[src/rtl/bp_update_sched_if.sv]
// rtl/bp_update_sched_if.sv - resolution inputs and predictor update port bundle
interface bp_update_sched_if #(
  parameter int DEPTH = 4,
  parameter int CNT_W = 16
);
  logic                     res0_valid;
  logic [15:0]              res0_pc;
  logic                     res0_taken;
  logic                     res0_pred;
  logic                     res1_valid;
  logic [15:0]              res1_pc;
  logic                     res1_taken;
  logic                     res1_pred;
  logic                     res_ready;
  logic                     upd_rectify;
  logic                     upd_result;
  logic [15:0]              upd_pc;
  logic [$clog2(DEPTH):0]   q_count;
  logic [CNT_W-1:0]         mispred_cnt;

  // Execute pipes and observers drive resolutions and watch the update port
  modport master (
    output res0_valid, res0_pc, res0_taken, res0_pred,
    output res1_valid, res1_pc, res1_taken, res1_pred,
    input  res_ready, upd_rectify, upd_result, upd_pc, q_count, mispred_cnt
  );

  // The scheduler consumes resolutions and drives the predictor update port
  modport slave (
    input  res0_valid, res0_pc, res0_taken, res0_pred,
    input  res1_valid, res1_pc, res1_taken, res1_pred,
    output res_ready, upd_rectify, upd_result, upd_pc, q_count, mispred_cnt
  );
endinterface

[src/rtl/bp_update_sched.sv]
// rtl/bp_update_sched.sv - queues dual-pipe branch resolutions onto a single held predictor update port
module bp_update_sched #(
  parameter int DEPTH = 4,
  parameter int HOLD  = 2,
  parameter int CNT_W = 16
) (
  input  logic             clk,
  input  logic             rst,
  bp_update_sched_if.slave bus
);
  localparam int PW = $clog2(DEPTH);
  localparam int CW = PW + 1;
  localparam int HW = (HOLD > 1) ? $clog2(HOLD) : 1;

  localparam logic [0:0] S_IDLE  = 1'b0;
  localparam logic [0:0] S_ISSUE = 1'b1;

  // Entry layout: {pc[15:0], taken}
  logic [16:0]       mem [DEPTH];
  logic [PW-1:0]     wr_ptr;
  logic [PW-1:0]     rd_ptr;
  logic [CW-1:0]     count;
  logic [0:0]        state;
  logic [HW-1:0]     hold_cnt;
  logic              rectify_q;
  logic              result_q;
  logic [15:0]       pc_q;
  logic [CNT_W-1:0]  mispred_q;

  logic              res_ready;
  logic              acc0;
  logic              acc1;
  logic [1:0]        n_acc;
  logic [1:0]        mis_inc;
  logic [CNT_W:0]    mis_sum;
  logic [16:0]       entry0;
  logic [16:0]       entry1;
  logic [16:0]       next_head;
  logic              pop;
  logic              more;

  // Ready looks only at registered occupancy; a same-cycle pop is not credited
  assign res_ready = (count <= CW'(DEPTH - 2));
  assign acc0      = res_ready & bus.res0_valid;
  assign acc1      = res_ready & bus.res1_valid;
  assign n_acc     = {1'b0, acc0} + {1'b0, acc1};
  assign entry0    = {bus.res0_pc, bus.res0_taken};
  assign entry1    = {bus.res1_pc, bus.res1_taken};

  assign mis_inc   = {1'b0, acc0 & (bus.res0_taken ^ bus.res0_pred)}
                   + {1'b0, acc1 & (bus.res1_taken ^ bus.res1_pred)};
  assign mis_sum   = {1'b0, mispred_q} + (CNT_W + 1)'(mis_inc);

  // Pop on the edge that ends the last hold cycle
  assign pop  = (state == S_ISSUE) && (hold_cnt == HW'(HOLD - 1));
  // Something remains after the pop, counting entries written on the same edge
  assign more = (count > CW'(1)) || (n_acc != 2'd0);
  // The entry behind the head, or the incoming one when the queue would otherwise drain
  assign next_head = (count > CW'(1)) ? mem[rd_ptr + PW'(1)]
                                      : (acc0 ? entry0 : entry1);

  assign bus.res_ready   = res_ready;
  assign bus.upd_rectify = rectify_q;
  assign bus.upd_result  = result_q;
  assign bus.upd_pc      = pc_q;
  assign bus.q_count     = count;
  assign bus.mispred_cnt = mispred_q;

  // Queue storage: pipe 0 lands before pipe 1 when both are accepted
  always_ff @(posedge clk) begin
    if (acc0) mem[wr_ptr] <= entry0;
    if (acc1) mem[wr_ptr + PW'(acc0)] <= entry1;
  end

  // Pointers and occupancy; enqueue and pop may both happen on one edge
  always_ff @(posedge clk or posedge rst) begin
    if (rst) begin
      wr_ptr <= '0;
      rd_ptr <= '0;
      count  <= '0;
    end else begin
      wr_ptr <= wr_ptr + PW'(n_acc);
      rd_ptr <= rd_ptr + PW'(pop);
      count  <= count + CW'(n_acc) - CW'(pop);
    end
  end

  // Issue FSM: holds each update for HOLD cycles, reloading back-to-back when more are queued
  always_ff @(posedge clk or posedge rst) begin
    if (rst) begin
      state     <= S_IDLE;
      hold_cnt  <= '0;
      rectify_q <= 1'b0;
      result_q  <= 1'b0;
      pc_q      <= '0;
    end else begin
      case (state)
        S_IDLE: begin
          rectify_q <= 1'b0;
          if (count != '0) begin
            pc_q      <= mem[rd_ptr][16:1];
            result_q  <= mem[rd_ptr][0];
            rectify_q <= 1'b1;
            hold_cnt  <= '0;
            state     <= S_ISSUE;
          end
        end
        S_ISSUE: begin
          if (pop) begin
            if (more) begin
              pc_q     <= next_head[16:1];
              result_q <= next_head[0];
              hold_cnt <= '0;
            end else begin
              rectify_q <= 1'b0;
              state     <= S_IDLE;
            end
          end else begin
            hold_cnt <= hold_cnt + HW'(1);
          end
        end
        default: begin
          rectify_q <= 1'b0;
          state     <= S_IDLE;
        end
      endcase
    end
  end

  // Saturating mispredict counter over accepted resolutions
  always_ff @(posedge clk or posedge rst) begin
    if (rst) mispred_q <= '0;
    else     mispred_q <= mis_sum[CNT_W] ? '1 : mis_sum[CNT_W-1:0];
  end
endmodule

[src/flat_wrapper.sv]
// flat-port wrapper written by rule: the top's interface ports become plain ports
module bp_update_sched_flat 
#(
  parameter int DEPTH = 4,
  parameter int HOLD  = 2,
  parameter int CNT_W = 16
)
  (clk, rst, bus_res0_valid, bus_res0_pc, bus_res0_taken, bus_res0_pred, bus_res1_valid, bus_res1_pc, bus_res1_taken, bus_res1_pred, bus_res_ready, bus_upd_rectify, bus_upd_result, bus_upd_pc, bus_q_count, bus_mispred_cnt);
  bp_update_sched_if #(.DEPTH(DEPTH), .CNT_W(CNT_W)) bus_i ();
  input  logic clk;
  input  logic rst;
  input wire logic [$bits(bus_i.res0_valid)-1:0] bus_res0_valid;
  input wire logic [$bits(bus_i.res0_pc)-1:0] bus_res0_pc;
  input wire logic [$bits(bus_i.res0_taken)-1:0] bus_res0_taken;
  input wire logic [$bits(bus_i.res0_pred)-1:0] bus_res0_pred;
  input wire logic [$bits(bus_i.res1_valid)-1:0] bus_res1_valid;
  input wire logic [$bits(bus_i.res1_pc)-1:0] bus_res1_pc;
  input wire logic [$bits(bus_i.res1_taken)-1:0] bus_res1_taken;
  input wire logic [$bits(bus_i.res1_pred)-1:0] bus_res1_pred;
  output wire logic [$bits(bus_i.res_ready)-1:0] bus_res_ready;
  output wire logic [$bits(bus_i.upd_rectify)-1:0] bus_upd_rectify;
  output wire logic [$bits(bus_i.upd_result)-1:0] bus_upd_result;
  output wire logic [$bits(bus_i.upd_pc)-1:0] bus_upd_pc;
  output wire logic [$bits(bus_i.q_count)-1:0] bus_q_count;
  output wire logic [$bits(bus_i.mispred_cnt)-1:0] bus_mispred_cnt;
  assign bus_i.res0_valid = bus_res0_valid;
  assign bus_i.res0_pc = bus_res0_pc;
  assign bus_i.res0_taken = bus_res0_taken;
  assign bus_i.res0_pred = bus_res0_pred;
  assign bus_i.res1_valid = bus_res1_valid;
  assign bus_i.res1_pc = bus_res1_pc;
  assign bus_i.res1_taken = bus_res1_taken;
  assign bus_i.res1_pred = bus_res1_pred;
  assign bus_res_ready = bus_i.res_ready;
  assign bus_upd_rectify = bus_i.upd_rectify;
  assign bus_upd_result = bus_i.upd_result;
  assign bus_upd_pc = bus_i.upd_pc;
  assign bus_q_count = bus_i.q_count;
  assign bus_mispred_cnt = bus_i.mispred_cnt;
  bp_update_sched #(.DEPTH(DEPTH), .HOLD(HOLD), .CNT_W(CNT_W)) u_core (.clk(clk), .rst(rst), .bus(bus_i));
endmodule
[config.mk]
export PLATFORM = sky130hd
export DESIGN_NAME = bp_update_sched_flat
export DESIGN_NICKNAME = d
export VERILOG_FILES = /design/src/rtl/bp_update_sched_if.sv /design/src/rtl/bp_update_sched.sv /design/src/flat_wrapper.sv
export SDC_FILE = /design/constraint.sdc
export NUM_CORES = 1
export LEC_CHECK = 0
export BUFFER_PORTS_ARGS = -buffer_cell sky130_fd_sc_hd__clkbuf_2
export CORE_MARGIN = 3
export CORE_UTILIZATION = 25
export CTS_CLUSTER_DIAMETER = 60
export DETAILED_ROUTE_END_ITERATION = 6
export HOLD_SLACK_MARGIN = 0.06
export PLACE_DENSITY_LB_ADDON = 0.08
export SYNTH_ARGS = -nofsm -noshare
export SYNTH_HDL_FRONTEND = slang
export SYNTH_SLANG_ARGS = --single-unit
export TNS_END_PERCENT = 50
[constraint.sdc]
create_clock -name clk -period 2.8 [get_ports clk]
set_input_delay 0 -clock clk [delete_from_list [all_inputs] [get_ports clk]]
set_output_delay 0 -clock clk [all_outputs]
set_load 0.05 [all_outputs]
==> flow_summary.json <==
{
  "grt_max_degree": 37,
  "yosys_warnings": 0,
  "reg2reg_slack_ns": 0.15,
  "via_per_inst": 4.71,
  "grt_overflow_total": 0,
  "n_antenna_cell": 0,
  "syn_area_um2": 5960,
  "setup_viol": 0,
  "rows": 55,
  "drt_iter0_markers": 272,
  "route.detailed.drc": 0,
  "cts_max_level": 3,
  "hold_path_end": "u_core.bus.mispred_cnt[0]",
  "final_antenna_net_count": 0,
  "fin_worst_skew_ns": 0.00747,
  "synthSimpleGateAreaFrac_pct": 4.95,
  "synthMuxAreaShare_pct": 23.9,
  "dp_hpwl_um": 11200,
  "yosys-top-cells-area": "edfxtp_1 (34%), dfrtp_1 (18%), mux2_2 (13%), mux2i_1 (6.0%), mux2_4 (4.5%)",
  "finalSetupTns_ns": 0,
  "cp_slowest_cell": "dlygate4sd3_1",
  "rsz0062_at_grt": "no",
  "synth_top_family_by_area": "multiplexers",
  "antenna_found_initial": 0,
  "p_leak_uw": 0.00306,
  "syn_inst": 436,
  "yosys.area.top_type": "edfxtp_1",
  "synth_edf_count": 68,
  "grt_util_all_layers_pct": 13.4,
  "slowest_delay_ns": 0.55,
  "core-area_um2": 23100,
  "die_w_um": 160,
  "yosysMostFrequentCell": "mux2_2",
  "cts.clk_slew.worst_paths_ns": 0.08,
  "clock-root-buffer": "clkbuf_16",
  "tightest_slew_ns": 0.844,
  "timing.fmax_ghz": 0.377,
  "endpoint_kind": "flop",
  "cts_tree": "built",
  "power.total_uw": 8360,
  "postCtsSetupRepairBufs": 0,
  "required_ns": 2.90,
  "drt-total-wl_um": 17200,
  "cts_buffers": 9,
  "wl_per_cell_um": 19.6,
  "ys_seq_elements": 111,
  "p_int_uw": 4790,
  "area_growth_pct": 26.5,
  "cts_buffer_depth": 2,
  "instances_no_fill": 876,
  "routed-via-count": 4128,
  "crit-reg2reg-launch": "u_core.bus.q_count[1]",
  "slew_headroom_pct": 43.5,
  "switching_share_pct": 42.7,
  "yosysSeqAreaShare_pct": 52.3,
  "r2r_cells": 8,
  "crit_chain": "a21oi_4, nand2_2, inv_1, ha_1, xnor2_1, nand3_4, mux2_2, dlygate4sd3_1",
  "synth_top_area_share_pct": 34.3,
  "path_max_fanout": 8,
  "hold_viol_final": 0,
  "synth_xor_area_share_pct": 2.65,
  "fin_crit_ns": 2.65,
  "r2r-end": "u_core.mem[1][1]",
  "dieArea_um2": 25700,
  "clkLatencyLatePin_ns": 0.35,
  "p_per_area_nw_per_um2": 1110,
  "p_sw_uw": 3570,
  "synth_cell_types": 50,
  "finalMaxSlewViolations": 0,
  "io_pins": 78,
  "syn_area_per_cell_um2": 13.7,
  "nets": 609,
  "status": "completed",
  "synthAdderAreaFrac_pct": 2.56,
  "ir_drop_v": 0.000428,
  "seq_power_share_pct": 32.1,
  "fin_crit_sh_pct": 94.8,
  "grt_pass1_vias": 4359,
  "dr.pass1.iters": 5,
  "worstSetupStartpointType": "flop",
  "io_buffers": 77,
  "placedCellCount": 824,
  "pwr-share-comb_pct": 51.1,
  "async_flop_share_pct": 38.7,
  "hold_depth": 5,
  "hp-class": "in -> reg",
  "synth_compound_area_share_pct": 9.87,
  "min-delay-start": "bus_res1_pred",
  "start_util_pct": 25.9,
  "clkPwrFrac_pct": 16.8,
  "maxCapViolations": 0,
  "grt_pass1_wl_um": 26500,
  "worstSetupPathType": "reg -> reg",
  "clkSinkCount": 111,
  "die_h_um": 160,
  "syn_nets": 487,
  "globalplace.congestion": 0.732,
  "worst-endpoint-arrival_ns": 2.76,
  "synth_flop_cell": "edfxtp_1",
  "drive_above_1_share_pct": 39.8,
  "netlist_top_cells_count": "mux2_2 (69), edfxtp_1 (68), dfrtp_1 (43), mux2i_1 (36), o221ai_1 (30)"
}
## routing by layer
layer  GRT usage [%]  wire length (um)  vias up
met3            2.04               572        9
li1                -                 -     1956
met2            22.1              8070       84
met5               0                 0        -
met4            3.75               154        0
met1            18.3              8410     2079
## area by class of cell
type                       instances  area (um2)
multi-input combinational        279        2670
timing repair buffer             137         963
fill                            2315       15500
clock inverter                     6        85.1
inverter                          20        75.1
tap                              313         392
sequential                       111        3120
clock buffer                      10         229
## cell usage in the layout, fill, tap and decap left out, types with 9 or more instances in the layout
cell type       n
xnor2_1        14
nand2_1        18
ha_1            9
mux2_4         18
inv_1          18
buf_4          21
dfrtp_1        40
mux2i_1        36
mux2_2         69
a222oi_1       16
clkbuf_2       77
edfxtp_1       68
o221ai_1       30
dlygate4sd3_1  36
clkbuf_16       9
## cells by family after synthesis
group / after synthesis
xor+xnor: 18
fa+ha+maj: 11
simple gates: 58
buf+inv: 46
mux: 124
flops: 111
compound gates: 68
## metrics by stage
stage | instance area, um2 | hold slack, ns | utilization, % | worst slack, ns
after floorplan | 6010 | 0.217 | - | -0.0383
after global placement | 6850 | 0.190 | 29.7 | 0.255
after detailed placement | 6850 | 0.204 | 29.7 | 0.243
after CTS | 7530 | 0.114 | 32.6 | 0.0791
after global routing | 7540 | 0.172 | 32.7 | 0.0285
final | 7540 | 0.123 | 32.7 | 0.145
## worst max-delay path, delay by kind of cell (launching register included)
family	cells	cell delay [ns]
buffers and inverters	2	0.70
multiplexers	1	0.32
adder cells (fa/ha/maj)	1	0.22
XOR/XNOR	1	0.22
AO/OA/AOI/OAI	1	0.18
flip-flops	1	0.42
AND/OR/NAND/NOR	2	0.34
## power groups by stage
stage | Clock, uW | Sequential [uW] | Combinational [uW]
3_3_place_gp | 0 | 2700 | 4260
6_report | 1410 | 2680 | 4270
5_1_grt | 1510 | 2750 | 4610
3_5_place_dp | 0 | 2720 | 4280
4_1_cts | 1470 | 2680 | 4330
2_1_floorplan | 0 | 3340 | 2340
## flip-flops by register name, indices dropped and copies added (netlist names)
register / count
u_core.hold_cnt: 1
u_core.bus.q_count: 3
u_core.wr_ptr: 2
u_core.bus.upd_result: 1
u_core.state: 1
u_core.bus.mispred_cnt: 16
u_core.bus.upd_rectify: 1
u_core.rd_ptr: 2
u_core.mem: 68
u_core.bus.upd_pc: 16
## worst max-delay path by stage
stage	startpoint	endpoint	cells past startpoint
finish	u_core.bus.q_count[1]	u_core.mem[1][1]	8
global route	u_core.bus.q_count[0]	u_core.mem[1][1]	8
CTS	u_core.bus.q_count[1]	u_core.mem[1][1]	8
detailed placement	u_core.bus.q_count[1]	u_core.bus.mispred_cnt[6]	12
global placement	u_core.bus.q_count[1]	u_core.bus.mispred_cnt[12]	11
floorplan	u_core.bus.q_count[1]	u_core.bus.mispred_cnt[13]	12
## repair_timing
item                       CTS  global route
resized for setup            0             2
hold endpoints to repair    96             0
hold buffers                36             0
setup endpoints to repair    0             2
Power figures use the tool's default switching activity.
